===== src/rtl/sha256_multiblock_ctrl_pkg.sv =====
// ----------------------------------------------------------------------------
// sha256_pkg: shared widths, IV and controller state encoding
// Revision: 1.0
// ----------------------------------------------------------------------------
`default_nettype none

package sha256_pkg;

  localparam int c_blk_w = 512;
  localparam int c_dig_w = 256;

  localparam logic [c_dig_w-1:0] c_sha256_iv =
    256'h6a09e667_bb67ae85_3c6ef372_a54ff53a_510e527f_9b05688c_1f83d9ab_5be0cd19;

  typedef enum logic [2:0] {
    ST_IDLE     = 3'd0,
    ST_RUN      = 3'd1,
    ST_RELEASE  = 3'd2,
    ST_WAIT_BLK = 3'd3,
    ST_OUT      = 3'd4
  } state_t;

endpackage

`default_nettype wire


===== src/rtl/sha256_multiblock_ctrl_if.sv =====
// ----------------------------------------------------------------------------
// sha256_multiblock_ctrl_if: block stream, core handshake and digest stream
// Revision: 1.0
// ----------------------------------------------------------------------------
`default_nettype none

interface sha256_multiblock_ctrl_if;
  import sha256_pkg::*;

  logic               blk_valid;
  logic               blk_ready;
  logic [c_blk_w-1:0] blk_data;
  logic               blk_last;

  logic               core_start;
  logic [c_blk_w-1:0] core_w;
  logic [c_dig_w-1:0] core_h;
  logic [c_dig_w-1:0] core_result;
  logic               core_done;

  logic [c_dig_w-1:0] digest;
  logic               digest_valid;
  logic               digest_ready;

  // slave: the controller's view
  modport slave (
    input  blk_valid, blk_data, blk_last, core_result, core_done, digest_ready,
    output blk_ready, core_start, core_w, core_h, digest, digest_valid
  );

  modport master (
    output blk_valid, blk_data, blk_last, core_result, core_done, digest_ready,
    input  blk_ready, core_start, core_w, core_h, digest, digest_valid
  );

endinterface

`default_nettype wire


===== src/rtl/sha256_multiblock_ctrl_watchdog.sv =====
// ----------------------------------------------------------------------------
// sha256_core_watchdog: counts enabled cycles, flags the last allowed one
// Revision: 1.0
// ----------------------------------------------------------------------------
`default_nettype none

module sha256_core_watchdog #(
  parameter int TIMEOUT_CYCLES = 256
) (
  input  wire logic clk,
  input  wire logic reset,
  input  wire logic clear,
  input  wire logic enable,
  output logic      expired
);

  localparam int c_cnt_w = (TIMEOUT_CYCLES > 1) ? $clog2(TIMEOUT_CYCLES) : 1;
  localparam logic [c_cnt_w-1:0] c_last = c_cnt_w'(TIMEOUT_CYCLES - 1);

  logic [c_cnt_w-1:0] r_cnt;

  // Asserted during the final permitted cycle so the owner can leave on that edge
  assign expired = enable && (r_cnt == c_last);

  always_ff @(posedge clk or negedge reset) begin
    if (!reset) begin
      r_cnt <= '0;
    end else if (clear) begin
      r_cnt <= '0;
    end else if (enable && !expired) begin
      r_cnt <= r_cnt + 1'b1;
    end
  end

endmodule

`default_nettype wire


===== src/rtl/sha256_multiblock_ctrl.sv =====
// ----------------------------------------------------------------------------
// sha256_multiblock_ctrl: sequences padded blocks through one SHA256top core
// Revision: 1.0
// ----------------------------------------------------------------------------
`default_nettype none

module sha256_multiblock_ctrl
  import sha256_pkg::*;
#(
  parameter int TIMEOUT_CYCLES = 256,
  parameter int CNT_W          = 16
) (
  input  wire logic          clk,
  input  wire logic          reset,
  sha256_multiblock_ctrl_if.slave bus,
  output logic               busy,
  output logic               error,
  output logic [CNT_W-1:0]   blk_count
);

  state_t             r_state;
  state_t             w_next;
  logic               r_live;
  logic [c_blk_w-1:0] r_blk;
  logic [c_dig_w-1:0] r_h;
  logic               r_last;
  logic               r_err;
  logic [CNT_W-1:0]   r_blk_cnt;
  logic               w_accept;
  logic               w_expired;

  assign w_accept  = bus.blk_valid && bus.blk_ready;
  assign bus.core_w = r_blk;
  assign bus.core_h = r_h;
  assign error     = r_err;
  assign blk_count = r_blk_cnt;

  sha256_core_watchdog #(
    .TIMEOUT_CYCLES(TIMEOUT_CYCLES)
  ) u_watchdog (
    .clk    (clk),
    .reset  (reset),
    .clear  (r_state != ST_RUN),
    .enable (r_state == ST_RUN),
    .expired(w_expired)
  );

  always_ff @(posedge clk or negedge reset) begin
    if (!reset) begin
      r_state <= ST_IDLE;
    end else begin
      r_state <= w_next;
    end
  end

  always_comb begin
    w_next           = r_state;
    bus.blk_ready    = 1'b0;
    bus.core_start   = 1'b0;
    bus.digest_valid = 1'b0;
    bus.digest       = '0;
    busy             = 1'b1;
    case (r_state)
      ST_IDLE: begin
        busy          = 1'b0;
        bus.blk_ready = r_live;
        if (w_accept) w_next = ST_RUN;
      end
      ST_RUN: begin
        bus.core_start = 1'b1;
        if (bus.core_done)  w_next = ST_RELEASE;
        else if (w_expired) w_next = ST_IDLE;
      end
      ST_RELEASE: begin
        if (!bus.core_done) w_next = r_last ? ST_OUT : ST_WAIT_BLK;
      end
      ST_WAIT_BLK: begin
        bus.blk_ready = r_live;
        if (w_accept) w_next = ST_RUN;
      end
      ST_OUT: begin
        bus.digest_valid = 1'b1;
        bus.digest       = r_h;
        if (bus.digest_ready) w_next = ST_IDLE;
      end
      default: w_next = ST_IDLE;
    endcase
  end

  // r_live holds blk_ready low until the first edge after reset release
  always_ff @(posedge clk or negedge reset) begin
    if (!reset) begin
      r_live    <= 1'b0;
      r_blk     <= '0;
      r_h       <= '0;
      r_last    <= 1'b0;
      r_err     <= 1'b0;
      r_blk_cnt <= '0;
    end else begin
      r_live <= 1'b1;
      if (w_accept) begin
        r_blk  <= bus.blk_data;
        r_last <= bus.blk_last;
        if (r_state == ST_IDLE) begin
          r_h       <= c_sha256_iv;
          r_blk_cnt <= '0;
          r_err     <= 1'b0;
        end
      end
      if (r_state == ST_RUN) begin
        if (bus.core_done) begin
          r_h       <= bus.core_result;
          r_blk_cnt <= r_blk_cnt + 1'b1;
        end else if (w_expired) begin
          r_err <= 1'b1;
        end
      end
    end
  end

endmodule

`default_nettype wire

===== src/flat_wrapper.sv =====
// flat-port wrapper written by rule: the top's interface ports become plain ports
module sha256_multiblock_ctrl_flat import sha256_pkg::*;
#(
  parameter int TIMEOUT_CYCLES = 256,
  parameter int CNT_W          = 16
)
  (clk, reset, busy, error, blk_count, bus_blk_valid, bus_blk_data, bus_blk_last, bus_core_result, bus_core_done, bus_digest_ready, bus_blk_ready, bus_core_start, bus_core_w, bus_core_h, bus_digest, bus_digest_valid);
  sha256_multiblock_ctrl_if bus_i ();
  input  wire logic clk;
  input  wire logic reset;
  output logic busy;
  output logic error;
  output logic [CNT_W-1:0] blk_count;
  input wire logic [$bits(bus_i.blk_valid)-1:0] bus_blk_valid;
  input wire logic [$bits(bus_i.blk_data)-1:0] bus_blk_data;
  input wire logic [$bits(bus_i.blk_last)-1:0] bus_blk_last;
  input wire logic [$bits(bus_i.core_result)-1:0] bus_core_result;
  input wire logic [$bits(bus_i.core_done)-1:0] bus_core_done;
  input wire logic [$bits(bus_i.digest_ready)-1:0] bus_digest_ready;
  output wire logic [$bits(bus_i.blk_ready)-1:0] bus_blk_ready;
  output wire logic [$bits(bus_i.core_start)-1:0] bus_core_start;
  output wire logic [$bits(bus_i.core_w)-1:0] bus_core_w;
  output wire logic [$bits(bus_i.core_h)-1:0] bus_core_h;
  output wire logic [$bits(bus_i.digest)-1:0] bus_digest;
  output wire logic [$bits(bus_i.digest_valid)-1:0] bus_digest_valid;
  assign bus_i.blk_valid = bus_blk_valid;
  assign bus_i.blk_data = bus_blk_data;
  assign bus_i.blk_last = bus_blk_last;
  assign bus_i.core_result = bus_core_result;
  assign bus_i.core_done = bus_core_done;
  assign bus_i.digest_ready = bus_digest_ready;
  assign bus_blk_ready = bus_i.blk_ready;
  assign bus_core_start = bus_i.core_start;
  assign bus_core_w = bus_i.core_w;
  assign bus_core_h = bus_i.core_h;
  assign bus_digest = bus_i.digest;
  assign bus_digest_valid = bus_i.digest_valid;
  sha256_multiblock_ctrl #(.TIMEOUT_CYCLES(TIMEOUT_CYCLES), .CNT_W(CNT_W)) u_core (.clk(clk), .reset(reset), .bus(bus_i), .busy(busy), .error(error), .blk_count(blk_count));
endmodule

===== config.mk =====
export PLATFORM = sky130hd
export DESIGN_NAME = sha256_multiblock_ctrl_flat
export DESIGN_NICKNAME = d
export VERILOG_FILES = /design/src/rtl/sha256_multiblock_ctrl_pkg.sv /design/src/rtl/sha256_multiblock_ctrl_if.sv /design/src/rtl/sha256_multiblock_ctrl_watchdog.sv /design/src/rtl/sha256_multiblock_ctrl.sv /design/src/flat_wrapper.sv
export SDC_FILE = /design/constraint.sdc
export NUM_CORES = 1
export LEC_CHECK = 0
export CAP_MARGIN = 20
export CORE_AREA = 2 2 718 720
export DETAILED_ROUTE_END_ITERATION = 8
export DIE_AREA = 0 0 720 722
export PLACE_DENSITY_LB_ADDON = 0.25
export SYNTH_ARGS = -nofsm -noshare
export SYNTH_HDL_FRONTEND = slang
export SYNTH_SLANG_ARGS = --single-unit

===== constraint.sdc =====
create_clock -name clk -period 5.6 [get_ports clk]
set_clock_uncertainty 0.05 [all_clocks]
set_input_delay 1.68 -clock clk [delete_from_list [all_inputs] [get_ports clk]]
set_output_delay 1.68 -clock clk [all_outputs]
set_load 0.005 [all_outputs]

==> impl_metrics.toml <==
[run_status]
outcome = "finished, final reports clean"

[placement]
hpwl_um = 348000
gp_congestion = 1.00
place_ws_ns = 1.12
port_buffers = 1818
post_dp_cell_area_mm2 = 0.0589

[worst_setup_path]
path_class = "reg2out"
critical_path_required_ns = 3.87
cp_max_fo = 162
ff2ff_path_depth = 6
startpoint_type = "flip-flop"
cp-end-kind = "output pin"
worst_r2r_endpoint = "u_core.bus.core_w[13]$_DFFE_PN0N_"
worst_path_max_delay_cell = "clkdlybuf4s50_1"
cp.arrival_ns = 3.51
cp_cell_sequence = "nor2_4, buf_12, and3_1, clkdlybuf4s50_1"
max_stage_delay_ns = 0.82
rrSetupSlack_ns = 2.15
r2r-start = "u_core.r_state[2]$_DFFE_PN0P_"

[worst_hold_path]
hold_path_class = "reg2reg"
worstHoldPathCells = 1
min_to = "u_core.bus.core_w[358]$_DFFE_PN0N_"
holdCritStartpoint = "u_core.bus.core_w[358]$_DFFE_PN0N_"

[detailed_routing]
drc = 0
vias = 31169
wirelength_um = 395000
drt_iter0_drc = 1848
dr.pass1.iters = 5
wire_per_inst_um = 34.7
viasPerCell = 2.74
antenna_left = 0

[synthesis]
ys_async_sr_fraction = 1.00
ys_top_cells_by_count = "dfrtp_1 (798), mux2_2 (513), nor2_1 (289)"
synth_edf_count = 0
synth_nets = 3438
netlist_instances = 2662
ys_warn_count = 0
syn-cell-area_mm2 = 0.0323
ys_dominant_reg_cell = "dfrtp_1"
synthDominantCellAreaShare = 0.618
post-synth-top-count-cell = "dfrtp_1"
synthDistinctLibCells = 39
synth_area_leader_cell = "dfrtp_1"
synth_area_leaders = "dfrtp_1 (62%), mux2_2 (18%), and3_1 (5.0%)"
avgSynthCellArea_um2 = 12.1
seq_area_frac_synth = 0.618
ys_ff_latch = 798

[floorplan]
top_level_ports = 1819
die-area_mm2 = 0.520
die_w_um = 720
start_util = 0.0632
rows = 263
die_y_um = 722
core_mm2 = 0.512

[sta]
worst_slack_ns = 0.361
finalSetupTns_ns = 0
hold_violations = 0
maxSlewHeadroom = 0.268
rsz0062_at_grt = "false"
timing.final.crit_share = 0.936
fmax_mhz = 191
tightest_slew_ns = 1.10
hold_ws_ns = 0.453
finalSetupViolations = 0
finalWorstPathRequiredPeriod_ns = 5.24
report.final.slew_viol_count = 0

[grt]
grt_use_total = 0.146
grt_pass1_wl_um = 472000
first_global_vias = 32332
grt_max_degree = 161
grt_antenna_before_repair = 263
overflow = 0

[cts]
cts_made_buffers = 123
clkLatencyLatePin_ns = 0.87
htreeDepth = 3
cts_root_buf = "clkbuf_16"
post_cts_buffers = 0
cts.clk_slew.worst_paths_ns = 0.06
cts_tree = "yes"
cts_sinks = 798
cts.repair.resized = 0
holdBufCountCts = 0
cts_buffer_depth = 4

[finish]
area_growth_pct = 95.5
nFillCells = 57983
drive_gt1_frac = 0.179
register_area_mm2 = 0.0200
final_cell_area_mm2 = 0.0632
multiInputGateArea_mm2 = 0.0114
fin_nets = 5249

[power_and_ir_drop]
power_frac_seq = 0.332
comb_power_share = 0.454
p_int_uw = 21100
p_sw_frac = 0.449
power.density_mw_per_mm2 = 607
clkPwrFrac = 0.214
switchingPower_uw = 17200
p_leak_uw = 0.0242
ir_drop_v = 0.000312

[flow_run]
drv_cap = 0
[how the worst max path moves through the flow]
| stage | to | startpoint |
|---|---|---|
| floorplan | bus_digest[100] | u_core.r_state[0]$_DFFE_PN0P_ |
| global placement | u_core.bus.core_w[13]$_DFFE_PN0N_ | bus_blk_valid |
| detailed placement | u_core.bus.core_w[13]$_DFFE_PN0N_ | bus_blk_valid |
| CTS | bus_digest[2] | u_core.r_state[1]$_DFFE_PN0P_ |
| global route | bus_digest[2] | u_core.r_state[1]$_DFFE_PN0P_ |
| finish | bus_digest[2] | u_core.r_state[1]$_DFFE_PN0P_ |
[cell type report]
cell class / count / share of cell area
clock buffers: 170 / 0.0545
flip-flops and latches: 798 / 0.316
repair buffers: 1891 / 0.301
multi-input cells: 1656 / 0.180
inverters: 3 / 0.000178
clock inverters: 51 / 0.0109
diodes: 69 / 0.00273
well taps: 6757 / 0.134
[through the flow]
stage	util	std cells	power, uW
floorplan	-	2662	14500
global placement	0.115	11105	30800
detailed placement	0.115	11105	30700
CTS	0.123	11326	39400
global route	0.123	11345	40200
finish	0.123	11395	38400
[sequential cells by signal (all words and copies together), names as in the netlist]
| signal | cells |
|---|---|
| u_core.error | 1 |
| u_core.bus.core_h | 256 |
| u_core.bus.core_w | 512 |
| u_core.u_watchdog.r_cnt | 8 |
| u_core.r_live | 1 |
| u_core.r_state | 3 |
| u_core.blk_count | 16 |
| u_core.r_last | 1 |
[layout by cell type, fill, tap and decap left out, types with 12 or more instances in the layout]
cell type / instances
clkdlybuf4s50_1: 1792
clkbuf_1: 28
and3_1: 259
dfrtp_1: 797
nand2_1: 253
mux2_2: 513
clkbuf_8: 19
o21ai_0: 125
a21oi_1: 143
nand3_1: 12
clkbuf_16: 123
nor2_1: 288
diode_2: 69
bufinv_16: 12
buf_12: 28
buf_4: 69
clkinv_2: 15
[power by group through the flow]
stage	clock (uW)	combinational, uW	sequential (uW)
finish	8200	17400	12700
global route	8740	18400	13100
CTS	8610	17900	12900
detailed placement	0	17800	12900
global placement	0	17900	12900
floorplan	0	4250	10300
[metal layers]
layer  track usage  vias to the layer above  share of wire
met1         0.170                    15790           0.39
li1              -                    12851              -
met5       0.00333                        -         0.0011
met2         0.234                     1886           0.45
met3        0.0657                      610           0.11
met4        0.0575                       32          0.046
[cells by family (layout without fill, tap and decap cells)]
logic type / Yosys count / after routing / share of synthesized area
xor+xnor: 12 / 12 / 0.00325
mux: 520 / 520 / 0.181
flops: 798 / 798 / 0.618
simple gates: 848 / 848 / 0.123
other cells: 1 / 70 / 0.000116
buf+inv: 208 / 2115 / 0.0314
fa+ha+maj: 2 / 2 / 0.000774
compound gates: 273 / 273 / 0.0427
[worst max-delay path: cells and delay by family, from the launching register on]
family                 cells  cell delay, ns
buffers and inverters      2            1.35
flip-flops                 1            0.55
AND/OR/NAND/NOR            2            0.65
(Power assumes the default switching activity.)
